--- src/rtl/json_feedback_receiver.sv ---
`default_nettype none
// ============================================================================
// Module      : json_feedback_receiver
// Description : 8N1 UART receiver feeding a small JSON parser that extracts
//               the signed integer values of keys "L" and "R" from frames of
//               the form {"L":<int>,"R":<int>}.
// Revision    : 1.0 - initial release
// ============================================================================
module json_feedback_receiver #(
  parameter int CLK_FREQ = 50_000_000,
  parameter int BAUD     = 115200
) (
  input  logic        clk,
  input  logic        rst,
  input  logic        uart_in,
  output logic [7:0]  rx_byte,
  output logic        rx_valid,
  output logic [15:0] speed_left,
  output logic [15:0] speed_right,
  output logic        frame_valid,
  output logic        frame_error,
  output logic        busy
);

  localparam int BAUD_DIV = CLK_FREQ / BAUD;
  localparam int CNT_W    = $clog2(BAUD_DIV + 1);
  localparam logic [CNT_W-1:0] c_full = CNT_W'(BAUD_DIV - 1);
  localparam logic [CNT_W-1:0] c_half = CNT_W'(BAUD_DIV / 2 - 1);

  localparam logic [7:0] c_lbrace = 8'h7B;
  localparam logic [7:0] c_rbrace = 8'h7D;
  localparam logic [7:0] c_quote  = 8'h22;
  localparam logic [7:0] c_colon  = 8'h3A;
  localparam logic [7:0] c_comma  = 8'h2C;
  localparam logic [7:0] c_minus  = 8'h2D;
  localparam logic [7:0] c_key_l  = 8'h4C;
  localparam logic [7:0] c_key_r  = 8'h52;

  typedef enum logic [1:0] {
    RX_IDLE  = 2'd0,
    RX_START = 2'd1,
    RX_DATA  = 2'd2,
    RX_STOP  = 2'd3
  } rx_state_t;

  typedef enum logic [2:0] {
    P_IDLE  = 3'd0,
    P_Q1    = 3'd1,
    P_KEY   = 3'd2,
    P_Q2    = 3'd3,
    P_COLON = 3'd4,
    P_SIGN  = 3'd5,
    P_DIGIT = 3'd6
  } p_state_t;

  // ---------------------------------------------------------------- UART RX
  logic [1:0]       r_sync;
  logic             r_line_prev;
  logic             w_line;
  rx_state_t        r_rx_state, w_rx_next;
  logic [CNT_W-1:0] r_cnt, w_cnt_next;
  logic [2:0]       r_bit_idx, w_bit_next;
  logic [7:0]       r_shift, w_shift_next;
  logic [7:0]       r_rx_byte;
  logic             r_rx_valid;
  logic             r_stop_err;
  logic             w_byte_ok, w_stop_bad;

  assign w_line = r_sync[1];

  // Synchronizer, edge history and RX state register. The synchronizer
  // resets low so a line that is low when reset releases is never taken
  // as a start bit; the line has to be seen idle-high first.
  always_ff @(posedge clk) begin
    if (rst) begin
      r_sync      <= 2'b00;
      r_line_prev <= 1'b0;
      r_rx_state  <= RX_IDLE;
    end else begin
      r_sync      <= {r_sync[0], uart_in};
      r_line_prev <= w_line;
      r_rx_state  <= w_rx_next;
    end
  end

  // RX next-state, bit sampling and end-of-byte strobes
  always_comb begin
    w_rx_next    = r_rx_state;
    w_cnt_next   = r_cnt + CNT_W'(1);
    w_bit_next   = r_bit_idx;
    w_shift_next = r_shift;
    w_byte_ok    = 1'b0;
    w_stop_bad   = 1'b0;
    case (r_rx_state)
      RX_IDLE: begin
        w_cnt_next = '0;
        if (r_line_prev && !w_line) w_rx_next = RX_START;
      end
      RX_START: begin
        if (r_cnt == c_half) begin
          w_cnt_next = '0;
          w_bit_next = 3'd0;
          w_rx_next  = w_line ? RX_IDLE : RX_DATA;
        end
      end
      RX_DATA: begin
        if (r_cnt == c_full) begin
          w_cnt_next   = '0;
          w_shift_next = {w_line, r_shift[7:1]};
          w_bit_next   = r_bit_idx + 3'd1;
          if (r_bit_idx == 3'd7) w_rx_next = RX_STOP;
        end
      end
      RX_STOP: begin
        if (r_cnt == c_full) begin
          w_cnt_next = '0;
          w_rx_next  = RX_IDLE;
          w_byte_ok  = w_line;
          w_stop_bad = !w_line;
        end
      end
      default: w_rx_next = RX_IDLE;
    endcase
  end

  // RX datapath: bit counter, shifter and the received-byte outputs
  always_ff @(posedge clk) begin
    if (rst) begin
      r_cnt      <= '0;
      r_bit_idx  <= 3'd0;
      r_shift    <= 8'h00;
      r_rx_byte  <= 8'h00;
      r_rx_valid <= 1'b0;
      r_stop_err <= 1'b0;
    end else begin
      r_cnt      <= w_cnt_next;
      r_bit_idx  <= w_bit_next;
      r_shift    <= w_shift_next;
      r_rx_valid <= w_byte_ok;
      r_stop_err <= w_stop_bad;
      if (w_byte_ok) r_rx_byte <= r_shift;
    end
  end

  // ---------------------------------------------------------------- parser
  p_state_t    r_pstate, w_p_next;
  logic [7:0]  r_key, w_key_n;
  logic        r_neg, w_neg_n;
  logic [16:0] r_acc, w_acc_n;
  logic [2:0]  r_ndig, w_ndig_n;
  logic        r_seen_l, w_seen_l_n, r_seen_r, w_seen_r_n;
  logic [15:0] r_cand_l, w_cand_l_n, r_cand_r, w_cand_r_n;
  logic [15:0] r_speed_l, w_speed_l_n, r_speed_r, w_speed_r_n;
  logic        r_frame_valid, r_frame_error;
  logic        w_fv, w_perr;
  logic        w_is_ws, w_is_digit;
  logic [19:0] w_acc_calc;
  logic [15:0] w_value;

  assign w_is_ws    = (r_rx_byte == 8'h20) || (r_rx_byte == 8'h0D) || (r_rx_byte == 8'h0A);
  assign w_is_digit = (r_rx_byte >= 8'h30) && (r_rx_byte <= 8'h39);
  // Computed wide so a value beyond 32767 is caught before truncation.
  assign w_acc_calc = {3'd0, r_acc} * 20'd10 + {16'd0, r_rx_byte[3:0]};
  assign w_value    = r_neg ? (16'd0 - r_acc[15:0]) : r_acc[15:0];

  // Parser next-state, value commit and frame result strobes
  always_comb begin
    w_p_next    = r_pstate;
    w_key_n     = r_key;
    w_neg_n     = r_neg;
    w_acc_n     = r_acc;
    w_ndig_n    = r_ndig;
    w_seen_l_n  = r_seen_l;
    w_seen_r_n  = r_seen_r;
    w_cand_l_n  = r_cand_l;
    w_cand_r_n  = r_cand_r;
    w_speed_l_n = r_speed_l;
    w_speed_r_n = r_speed_r;
    w_fv        = 1'b0;
    w_perr      = 1'b0;
    if (r_stop_err) begin
      // A corrupted byte makes the rest of the frame untrustworthy.
      w_p_next = P_IDLE;
    end else if (r_rx_valid) begin
      if (r_rx_byte == c_lbrace) begin
        // Opening brace always (re)starts a frame, even mid-frame.
        w_p_next   = P_Q1;
        w_seen_l_n = 1'b0;
        w_seen_r_n = 1'b0;
        w_cand_l_n = 16'h0000;
        w_cand_r_n = 16'h0000;
        w_neg_n    = 1'b0;
        w_acc_n    = 17'd0;
        w_ndig_n   = 3'd0;
      end else begin
        case (r_pstate)
          P_IDLE: ;
          P_Q1: begin
            if (r_rx_byte == c_quote) w_p_next = P_KEY;
            else if (!w_is_ws)        w_perr   = 1'b1;
          end
          P_KEY: begin
            w_key_n  = r_rx_byte;
            w_p_next = P_Q2;
          end
          P_Q2: begin
            if (r_rx_byte == c_quote) w_p_next = P_COLON;
            else if (!w_is_ws)        w_perr   = 1'b1;
          end
          P_COLON: begin
            if (r_rx_byte == c_colon) begin
              w_p_next = P_SIGN;
              w_neg_n  = 1'b0;
              w_acc_n  = 17'd0;
              w_ndig_n = 3'd0;
            end else if (!w_is_ws) begin
              w_perr = 1'b1;
            end
          end
          P_SIGN: begin
            if (r_rx_byte == c_minus) begin
              w_neg_n  = 1'b1;
              w_p_next = P_DIGIT;
            end else if (w_is_digit) begin
              w_acc_n  = {13'd0, r_rx_byte[3:0]};
              w_ndig_n = 3'd1;
              w_p_next = P_DIGIT;
            end else if (!w_is_ws) begin
              w_perr = 1'b1;
            end
          end
          P_DIGIT: begin
            if (w_is_digit) begin
              if ((r_ndig >= 3'd5) || (w_acc_calc > 20'd32767)) begin
                w_perr = 1'b1;
              end else begin
                w_acc_n  = w_acc_calc[16:0];
                w_ndig_n = r_ndig + 3'd1;
              end
            end else if ((r_rx_byte == c_comma) || (r_rx_byte == c_rbrace)) begin
              if (r_ndig == 3'd0) begin
                w_perr = 1'b1;
              end else begin
                if (r_key == c_key_l) begin
                  w_cand_l_n = w_value;
                  w_seen_l_n = 1'b1;
                end
                if (r_key == c_key_r) begin
                  w_cand_r_n = w_value;
                  w_seen_r_n = 1'b1;
                end
                if (r_rx_byte == c_comma) begin
                  w_p_next = P_Q1;
                end else if (w_seen_l_n && w_seen_r_n) begin
                  w_speed_l_n = w_cand_l_n;
                  w_speed_r_n = w_cand_r_n;
                  w_fv        = 1'b1;
                  w_p_next    = P_IDLE;
                end else begin
                  w_perr = 1'b1;
                end
              end
            end else if (!(w_is_ws && (r_ndig == 3'd0))) begin
              // Whitespace splitting a digit run is not accepted.
              w_perr = 1'b1;
            end
          end
          default: w_p_next = P_IDLE;
        endcase
        if (w_perr) w_p_next = P_IDLE;
      end
    end
  end

  // Parser state and datapath registers
  always_ff @(posedge clk) begin
    if (rst) begin
      r_pstate      <= P_IDLE;
      r_key         <= 8'h00;
      r_neg         <= 1'b0;
      r_acc         <= 17'd0;
      r_ndig        <= 3'd0;
      r_seen_l      <= 1'b0;
      r_seen_r      <= 1'b0;
      r_cand_l      <= 16'h0000;
      r_cand_r      <= 16'h0000;
      r_speed_l     <= 16'h0000;
      r_speed_r     <= 16'h0000;
      r_frame_valid <= 1'b0;
      r_frame_error <= 1'b0;
    end else begin
      r_pstate      <= w_p_next;
      r_key         <= w_key_n;
      r_neg         <= w_neg_n;
      r_acc         <= w_acc_n;
      r_ndig        <= w_ndig_n;
      r_seen_l      <= w_seen_l_n;
      r_seen_r      <= w_seen_r_n;
      r_cand_l      <= w_cand_l_n;
      r_cand_r      <= w_cand_r_n;
      r_speed_l     <= w_speed_l_n;
      r_speed_r     <= w_speed_r_n;
      r_frame_valid <= w_fv;
      // Stop-bit errors and parse errors come from distinct bytes, and a
      // parse error never coincides with a frame commit.
      r_frame_error <= w_perr | r_stop_err;
    end
  end

  assign rx_byte     = r_rx_byte;
  assign rx_valid    = r_rx_valid;
  assign speed_left  = r_speed_l;
  assign speed_right = r_speed_r;
  assign frame_valid = r_frame_valid;
  assign frame_error = r_frame_error;
  assign busy        = (r_pstate != P_IDLE);

endmodule
`default_nettype wire

--- config.mk ---
export PLATFORM = sky130hd
export DESIGN_NAME = json_feedback_receiver
export DESIGN_NICKNAME = d
export VERILOG_FILES = /design/src/rtl/json_feedback_receiver.sv
export SDC_FILE = /design/constraint.sdc
export NUM_CORES = 1
export LEC_CHECK = 0
export CORE_ASPECT_RATIO = 0.75
export CORE_MARGIN = 2
export CORE_UTILIZATION = 58
export CTS_CLUSTER_SIZE = 10
export DETAILED_ROUTE_END_ITERATION = 16
export DONT_BUFFER_PORTS = 1
export HOLD_SLACK_MARGIN = 0.12
export PLACE_DENSITY = 0.76
export SLEW_MARGIN = 5
export SYNTH_ARGS = -nofsm -noshare
export SYNTH_HDL_FRONTEND = slang
export SYNTH_SLANG_ARGS = --single-unit
--- constraint.sdc ---
create_clock -name clk -period 3.55 [get_ports clk]
set_input_delay 0.355 -clock clk [delete_from_list [all_inputs] [get_ports clk]]
set_output_delay 0.355 -clock clk [all_outputs]
set_load 0.01 [all_outputs]
==> results of run 1 <==
-- routing by layer --
layer	vias up	track usage (%)	share of wire, %
met5	-	0	0
met4	0	7.440	1.4
met3	25	6.706	6.9
met2	267	42.54	46
met1	3388	39.48	46
li1	3546	-	-
-- area by class of cell --
type	instances	area (sq um)	area share, %
inverters	20	75.07	0.8139
well taps	171	214.0	2.320
clock inverters	14	187.7	2.035
repair buffers	83	685.7	7.434
multi-input cells	759	4927	53.42
clock buffers	18	429.2	4.653
flip-flops and latches	135	2705	29.33
-- final timing paths --
check	start	endpoint	slack (ns)	cells past startpoint
setup / recovery	r_acc[2]	r_ndig[2]	-0.08	13
hold / removal	rst	r_pstate[0]	0.18	2
setup reg to reg	r_acc[2]	r_ndig[2]	-0.08	13
hold reg to reg	r_sync[0]	r_sync[1]	0.45	1
-- synthesized netlist by cell type, types with 7 or more instances --
cell type  count  area, sq um
a211oi_1      10        75.07
nor2b_1       16        100.1
nand3_1       45        225.2
nand2b_1       7        43.79
o21ai_0       53        265.3
mux2i_1       20        200.2
clkbuf_1      50        187.7
dfxtp_1      135         2703
inv_1         20        75.07
nor2_1       125        469.2
o21a_1         7        52.55
xnor2_1       23        201.4
ha_1          42        525.5
nand2_1      129        484.2
a22oi_1       34        255.2
nand4_1       13        81.33
xor2_1        23        201.4
a21oi_1       87        435.4
nor3_1        20        100.1
-- layout by cell type (no fill, tap or decap), drive strengths merged, types with 27 or more instances in the layout --
cell type  instances
nor2             125
ha                42
nand3             45
buf               80
o21ai             54
inv               27
a22oi             34
dfxtp            135
a21oi             87
nand2            129
-- power by group --
part           internal (W)  switching (W)
registers           0.00152     0.00000684
clock network       0.00113       0.000729
logic             0.0000188      0.0000420
-- repair_timing --
action | 4_1_cts | 5_1_grt
buffers inserted | 8 | 0
cloned | 0 | 1
endpoints found under the setup margin | 24 | 24
pin swaps | 17 | 19
gates resized for setup | 16 | 30
hold buffers | 3 | 0
hold endpoints to repair | 117 | 0
-- state kept, by name (all words and copies together) (netlist names), 9 cells and up, named ones only --
| name | flops |
|---|---|
| r_acc | 17 |
| r_cand_l | 16 |
| r_cand_r | 16 |
| r_cnt | 9 |
| speed_left | 16 |
| speed_right | 16 |
-- cells by family after synthesis --
group | share of synthesized area, %
AOI/OAI and AO/OA | 19.95
xor gates and xnor gates | 5.260
adders and majority gates | 7.384
buffers and inverters | 3.839
DFF | 35.29
muxes | 2.761
and+or+nand+nor | 25.52
-- metrics by stage --
stage	TNS, ns	hold WS [ns]	total power [W]
finish	-0.9076	0.1767	0.003442
global route	-4.184	0.1655	0.003526
CTS	0	0.1687	0.003448
detailed placement	-2.958	0.4383	0.001590
global placement	-1.137	0.4171	0.001590
floorplan	0	0.4138	0.001602
-- critical path, stage by stage, from the launching register on --
cell	delay [ns]
dfxtp_1	0.35
ha_1	0.35
ha_1	0.34
a211oi_2	0.28
buf_4	0.18
o22ai_1	0.07
and4bb_2	0.35
o2111ai_4	0.19
nor3_2	0.28
a31oi_1	0.13
and4bb_4	0.40
o211a_4	0.22
o21ai_2	0.08
mux2_4	0.30
==> reports/metrics.yaml, run 1 <==
post-route-util_pct: 71.35
arrival_ns: 3.93
cts_inserted_buffers: 17
nets: 1063
dr.pass1.iters: 5
first_global_vias: 6672
clock-sinks: 135
tightest_slew_ns: 0.6983
drc: 0
hp-class: "input pin to register"
dieArea_sq_um: 14150
coreArea_sq_um: 12930
ant_nets: 0
vias: 7226
syn_area_sq_um: 7659
preCtsSetupSlack_ns: -0.2024
cts_root_buf: "clkbuf_16"
powerDensity_nw_per_um2: 373.1
crit_fanout: 4
synthFlopType: "dfxtp_1"
leakagePower_nw: 3.451
setup_viol: 23
fmax_mhz: 275.6
synth_edf_count: 0
fillers: 990
rows: 36
synth-async-reset-ratio_pct: 0
place_congestion: 0.8825
rsz0062_at_grt: "yes"
clkLatencyLatePin_ns: 0.42
place_area_sq_um: 8235
cts_tree: "done"
cts.clk_slew.worst_paths_ns: 0.06
finalNonFillerCells: 1200
antenna_cells: 0
violations: "negative setup slack"
cp-end-kind: "register"
initial_utilization_pct: 59.24
fin_skew_ns: 0.01616
required_ns: 3.85
finalCriticalPeriod_ns: 3.628
drive_gt1_share_pct: 16.42
cap_violations: 0
slew_violations: 0
ys_ff_latch: 135
io_pins: 47
ys_seq_area_share_pct: 35.29
yosys_warnings: 0
htree_levels: 4
totalWireLength_um: 20130
timing.final.crit_share_pct: 102.2
synth_area_per_cell_sq_um: 7.904
hpwl_um: 13220
criticalPathCategory: "register to register"
place_inst: 1156
syn2layout_area_growth_pct: 20.44
fin_ws_ns: -0.07791
status: "complete, but fails checks"
overflow: 0
grt_max_degree: 118
critPathLaunchType: "register"
viasPerCell: 6.022
grt_pass1_wl_um: 32350
ys_types: 77
io_buffers: 0
die_x_um: 136.7
antenna_found_initial: 0
netlist_instances: 969
finalHoldViolCount: 0
clockBufferDepth: 2
finalInstanceArea_sq_um: 9224
wire_per_inst_um: 16.78
syn-num-nets: 1016
track_usage_pct: 27.94
peakVddDrop_mv: 0.3751
drt_iter0_markers: 659
slew_headroom_pct: 53.02
dieHeight_um: 103.5
(Power assumes the default switching activity.)
==> run 2: changes to the inputs <==
CORE_UTILIZATION = 60   (was 58)
CTS_BUF_LIST = sky130_fd_sc_hd__clkbuf_8   (was default)
PLACE_DENSITY = 0.79   (was 0.76)
==> run 2 against run 1 <==
Sequential share of layout area rose by 0.79 points. Global-route usage rose by 0.88 points. Count of clock-buffer cells in the layout fell by 1. The run still ends with negative setup slack left. Largest cell class unchanged. Maximum frequency fell by 1.1%. Clock power fell by 31%. Register-to-register slack got worse by 0.04 ns. First-iteration DRC count rose by 4.2%. Setup slack got worse by 0.041 ns.
==> reports/metrics.yaml, run 2 (same netlist as run 1, synthesis figures left out) <==
status: "complete, but fails checks"
violations: "negative setup slack"
cp-end-kind: "register"
nets: 1060
regArea_sq_um: 2708
htree_levels: 4
largest_register_ffs: 17
clock-sinks: 135
io_pins: 47
worst-path-buf-inv: 3
totalWireLength_um: 20120
crit_end: "r_acc[15]"
finalHoldViolCount: 0
fin_skew_ns: 0.01574
peakVddDrop_mv: 0.3094
max_flop_register: "r_acc"
rows: 35
drc: 0
cp-startpoint: "r_acc[1]"
layout_common_cells: "dfxtp_1 (131), nand2_1 (129), nor2_1 (124)"
finalCriticalPeriod_ns: 3.669
setup_viol: 24
crit_family: "compound AO/OA/AOI/OAI gates"
crit_fanout: 10
cts_root_buf: "clkbuf_8"
vias: 7229
viasPerCell: 6.065
io_buffers: 0
post-route-util_pct: 72.81
fmax_mhz: 272.6
dr.pass1.iters: 5
critPathLaunchType: "register"
coreArea_sq_um: 12350
grt_pass1_wl_um: 32130
hpwl_um: 13250
drt_iter0_markers: 687
cpPeakStageDelay_ns: 0.39
powerDensity_nw_per_um2: 318.8
cts.clk_slew.worst_paths_ns: 0.08
clkLatencyLatePin_ns: 0.45
preCtsSetupSlack_ns: -0.2252
cp_cell_sequence: "ha_4 -> ha_4 -> fa_2 -> a21o_1 -> a221oi_4 -> buf_6 -> buf_4 -> o22ai_2 -> a211oi_2 -> and3_4 -> mux2i_1 -> and4bb_2 -> o211a_4 -> buf_12 -> nor3_1 -> a211oi_1"
antenna_found_initial: 0
place_congestion: 0.9061
timing.final.crit_share_pct: 103.4
r2r_slack_ns: -0.12
fin_ws_ns: -0.1190
leakagePower_nw: 3.366
rsz0062_at_grt: "yes"
criticalPathCategory: "register to register"
path_depth: 16
final_common_cell: "dfxtp_1"
cap_violations: 0
overflow: 0
cp_slowest_cell: "fa_2"
reg2reg_depth: 16
slew_violations: 0
ant_nets: 0
cts_inserted_buffers: 17
drive_gt1_share_pct: 16.76
antenna_cells: 0
finalHoldWorstSlack_ns: 0.1482
fillers: 944
crit_top_cell: "ha_4"
r2r_start: "r_acc[1]"
die_x_um: 134.5
hp-class: "input pin to register"
multiInputGateArea_sq_um: 4941
track_usage_pct: 28.82
grt_max_degree: 119
initial_utilization_pct: 62.02
slew_headroom_pct: 50.91
r2r_end: "r_acc[15]"
syn2layout_area_growth_pct: 17.40
cts_tree: "done"
arrival_ns: 4.03
dieHeight_um: 101.8
required_ns: 3.91
tightest_slew_ns: 0.7295
dieArea_sq_um: 13690
clockBufferDepth: 2
wire_per_inst_um: 16.88
first_global_vias: 6595
-- run 2: worst register-to-register path, cell delays in order (launching register included) --
cell and delay, ns:
dfxtp_2 0.35, ha_4 0.24, ha_4 0.16, fa_2 0.39, a21o_1 0.23, a221oi_4 0.26, buf_6 0.18, buf_4 0.13
o22ai_2 0.05, a211oi_2 0.28, and3_4 0.24, mux2i_1 0.07, and4bb_2 0.35, o211a_4 0.24, buf_12 0.14, nor3_1 0.05
a211oi_1 0.21
-- run 2: area by class of cell --
| cell class | count | share of cell area (%) |
|---|---|---|
| Timing Repair Buffer | 80 | 7.389 |
| Tap cell | 166 | 2.310 |
| Inverter | 20 | 0.8350 |
| Sequential cell | 135 | 30.11 |
| Multi-Input combinational cell | 759 | 54.95 |
| Clock inverter | 15 | 1.795 |
| Clock buffer | 17 | 2.602 |
-- run 2: per-layer routing --
layer	up-vias	part of all wire, %	global-route usage [%]
met5	-	0	0
met4	0	1.4	7.692
met3	31	7.2	6.250
met2	286	47	46.31
met1	3366	44	39.73
li1	3546	-	-
-- run 2: through the flow --
| step | total power (W) | cells | setup TNS, ns | instance area (sq um) |
|---|---|---|---|---|
| after floorplan | 0.001602 | 969 | 0 | 7690 |
| after global placement | 0.001590 | 1147 | -0.7629 | 8199 |
| after detailed placement | 0.001590 | 1147 | -2.838 | 8199 |
| after CTS | 0.002870 | 1184 | 0 | 8725 |
| after global routing | 0.002948 | 1192 | -4.194 | 8991 |
| final | 0.002867 | 1192 | -1.609 | 8991 |
-- run 2: what timing repair did --
item                                    in CTS  in global routing
endpoints found under the setup margin      24                 24
pin swaps                                   11                 29
cloned                                       0                  2
endpoints found under the hold margin      120                  0
buffers inserted                             3                  6
hold buffers                                 2                  0
resized for setup                           12                 41
-- run 2: worst min-delay path by stage --
stage,cells after the start,startpoint,end,slack (ns)
after floorplan,1,r_sync[0],r_sync[1],0.41
after global placement,1,r_sync[0],r_sync[1],0.42
after detailed placement,1,r_sync[0],r_sync[1],0.42
after CTS,2,rst,r_pstate[0],0.13
after global routing,2,rst,r_pstate[0],0.12
final,2,rst,r_pstate[0],0.15
-- run 2: where the power goes --
group          total (W)  switching [W]  leakage (nW)  internal, W
combinational  0.0000604      0.0000421          2.08    0.0000183
sequential       0.00152     0.00000698          1.09      0.00152
clock            0.00128       0.000699         0.197     0.000584
total            0.00287       0.000748          3.37      0.00212
==> run 3: changes to the inputs <==
CORE_MARGIN = default   (was 2)
CORE_UTILIZATION = 70   (was 60)
PLACE_DENSITY = 0.86   (was 0.79)
clock period = 4.7 ns   (was 3.55 ns; I/O delays follow)
==> run 3 against run 2 <==
The flow now finishes without violations. Sequential power shrank 24%. Clock skew shrank 0.0041 ns. Flip-flop and latch count is the same. Maximum frequency shrank 17%. Final cell count shrank 8.3%. Wire length shrank 4.3%. Non-clock buffer count shrank 69. Critical endpoint is now r_acc[16]. Largest cell class unchanged. Largest power group unchanged.
==> reports/metrics.yaml, run 3 (same netlist as run 1, synthesis figures left out) <==
status: "finished clean"
vias: 7202
max_flop_register: "r_acc"
multiInputGateArea_sq_um: 4681
tightest_slew_ns: 0.9320
io_pins: 47
die_x_um: 122.8
syn2layout_area_growth_pct: 6.633
cp-end-kind: "register"
hpwl_um: 13280
criticalPathCategory: "register to register"
fillers: 713
dieArea_sq_um: 11370
htree_levels: 4
layout_common_cells: "dfxtp_1 (135), nand2_1 (129), nor2_1 (125)"
arrival_ns: 4.75
cts.clk_slew.worst_paths_ns: 0.08
overflow: 0
grt_max_degree: 99
viasPerCell: 6.589
slew_headroom_pct: 37.49
cts_tree: "done"
ant_nets: 0
track_usage_pct: 34.24
regArea_sq_um: 2703
finalHoldViolCount: 0
io_buffers: 0
antenna_cells: 0
required_ns: 5.05
rsz0062_at_grt: "no"
powerDensity_nw_per_um2: 272.7
first_global_vias: 6617
wire_per_inst_um: 17.61
clkLatencyLatePin_ns: 0.44
drt_iter0_markers: 782
coreArea_sq_um: 10450
fmax_mhz: 227.0
clockBufferDepth: 2
fin_skew_ns: 0.01160
crit_fanout: 14
final_common_cell: "dfxtp_1"
cap_violations: 0
leakagePower_nw: 2.994
dieHeight_um: 92.59
largest_register_ffs: 17
peakVddDrop_mv: 0.2521
clock-sinks: 135
antenna_found_initial: 0
hp-class: "input pin to register"
place_congestion: 0.9983
dr.pass1.iters: 6
finalInstanceArea_sq_um: 8167
power.total_w: 0.002227
nets: 991
drc: 0
cts_inserted_buffers: 17
cts_setup_buffers: 0
setup_viol: 0
finalCriticalPeriod_ns: 4.406
grt_pass1_wl_um: 30990
finalNonFillerCells: 1093
place_area_sq_um: 7682
finalSetupTns_ns: 0
initial_utilization_pct: 73.29
timing.final.crit_share_pct: 93.75
critPathLaunchType: "register"
drive_gt1_share_pct: 6.792
rows: 32
cts_root_buf: "clkbuf_8"
place_inst: 1059
slew_violations: 0
totalWireLength_um: 19250
run 3: cell types whose count changed in the layout (fill, tap and decap cells not counted), moves of 4 or more:
cell / change
a211oi_1: +5
o21ai_0: +11
a211oi_2: -5
o21ai_1: -9
buf_4: -64
inv_6: -4
ha_1: +7
dfxtp_1: +4
ha_4: -5
dfxtp_2: -4
run 3: power by group:
part	leakage (nW)	total (W)	internal, W	switching [W]
combinational	1.69	0.0000437	0.0000129	0.0000307
sequential	1.09	0.00115	0.00115	0.00000527
clock	0.218	0.00103	0.000560	0.000472
run 3: what timing repair did:
action,CTS,global route
resized for setup,0,2
hold endpoints to repair,98,0
endpoints found under the setup margin,0,2
hold buffers,2,0
run 3: worst max-delay path: stages (launching register included):
cell       delay (ns)
dfxtp_1          0.48
ha_1             0.30
ha_1             0.25
fa_1             0.43
a21o_1           0.24
a221oi_4         0.36
xnor2_1          0.22
o2111ai_1        0.34
nor3_2           0.32
a31oi_1          0.13
and4bb_2         0.38
o211a_1          0.28
buf_4            0.24
nor3_1           0.07
a211oi_1         0.27
run 3: cell type report:
cell class | count | share of cell area, %
clock buffers | 19 | 3.202
clock inverters | 13 | 2.099
inverters | 20 | 0.9193
multi-input cells | 759 | 57.32
flip-flops and latches | 135 | 33.09
well taps | 136 | 2.084
repair buffers | 11 | 1.287
run 3: per-stage QoR:
step / setup slack [ns] / hold slack [ns] / utilization (%)
finish: 0.2939 / 0.1554 / 78.15
detailed placement: 0.3624 / 0.4350 / 73.52
global route: 0.02457 / 0.1358 / 78.15
floorplan: 0.9643 / 0.4138 / -
global placement: 0.5567 / 0.4260 / 73.52
CTS: 0.3399 / 0.1430 / 78.02
run 3: path summary, 6_finish.rpt:
check            start         to  slack, ns  cells past startpoint
max           r_acc[3]  r_acc[16]       0.29                     14
min            uart_in  r_sync[0]       0.16                      1
max reg2reg   r_acc[3]  r_acc[16]       0.29                     14
min reg2reg  r_sync[0]  r_sync[1]       0.45                      1
run 3: routing by layer:
layer	GRT usage [%]	part of all wire, %	vias to the layer above
met5	0	0	-
met4	11.08	1.6	0
met3	6.773	7.1	47
met2	57.26	48	340
met1	44.07	43	3426
li1	-	-	3389
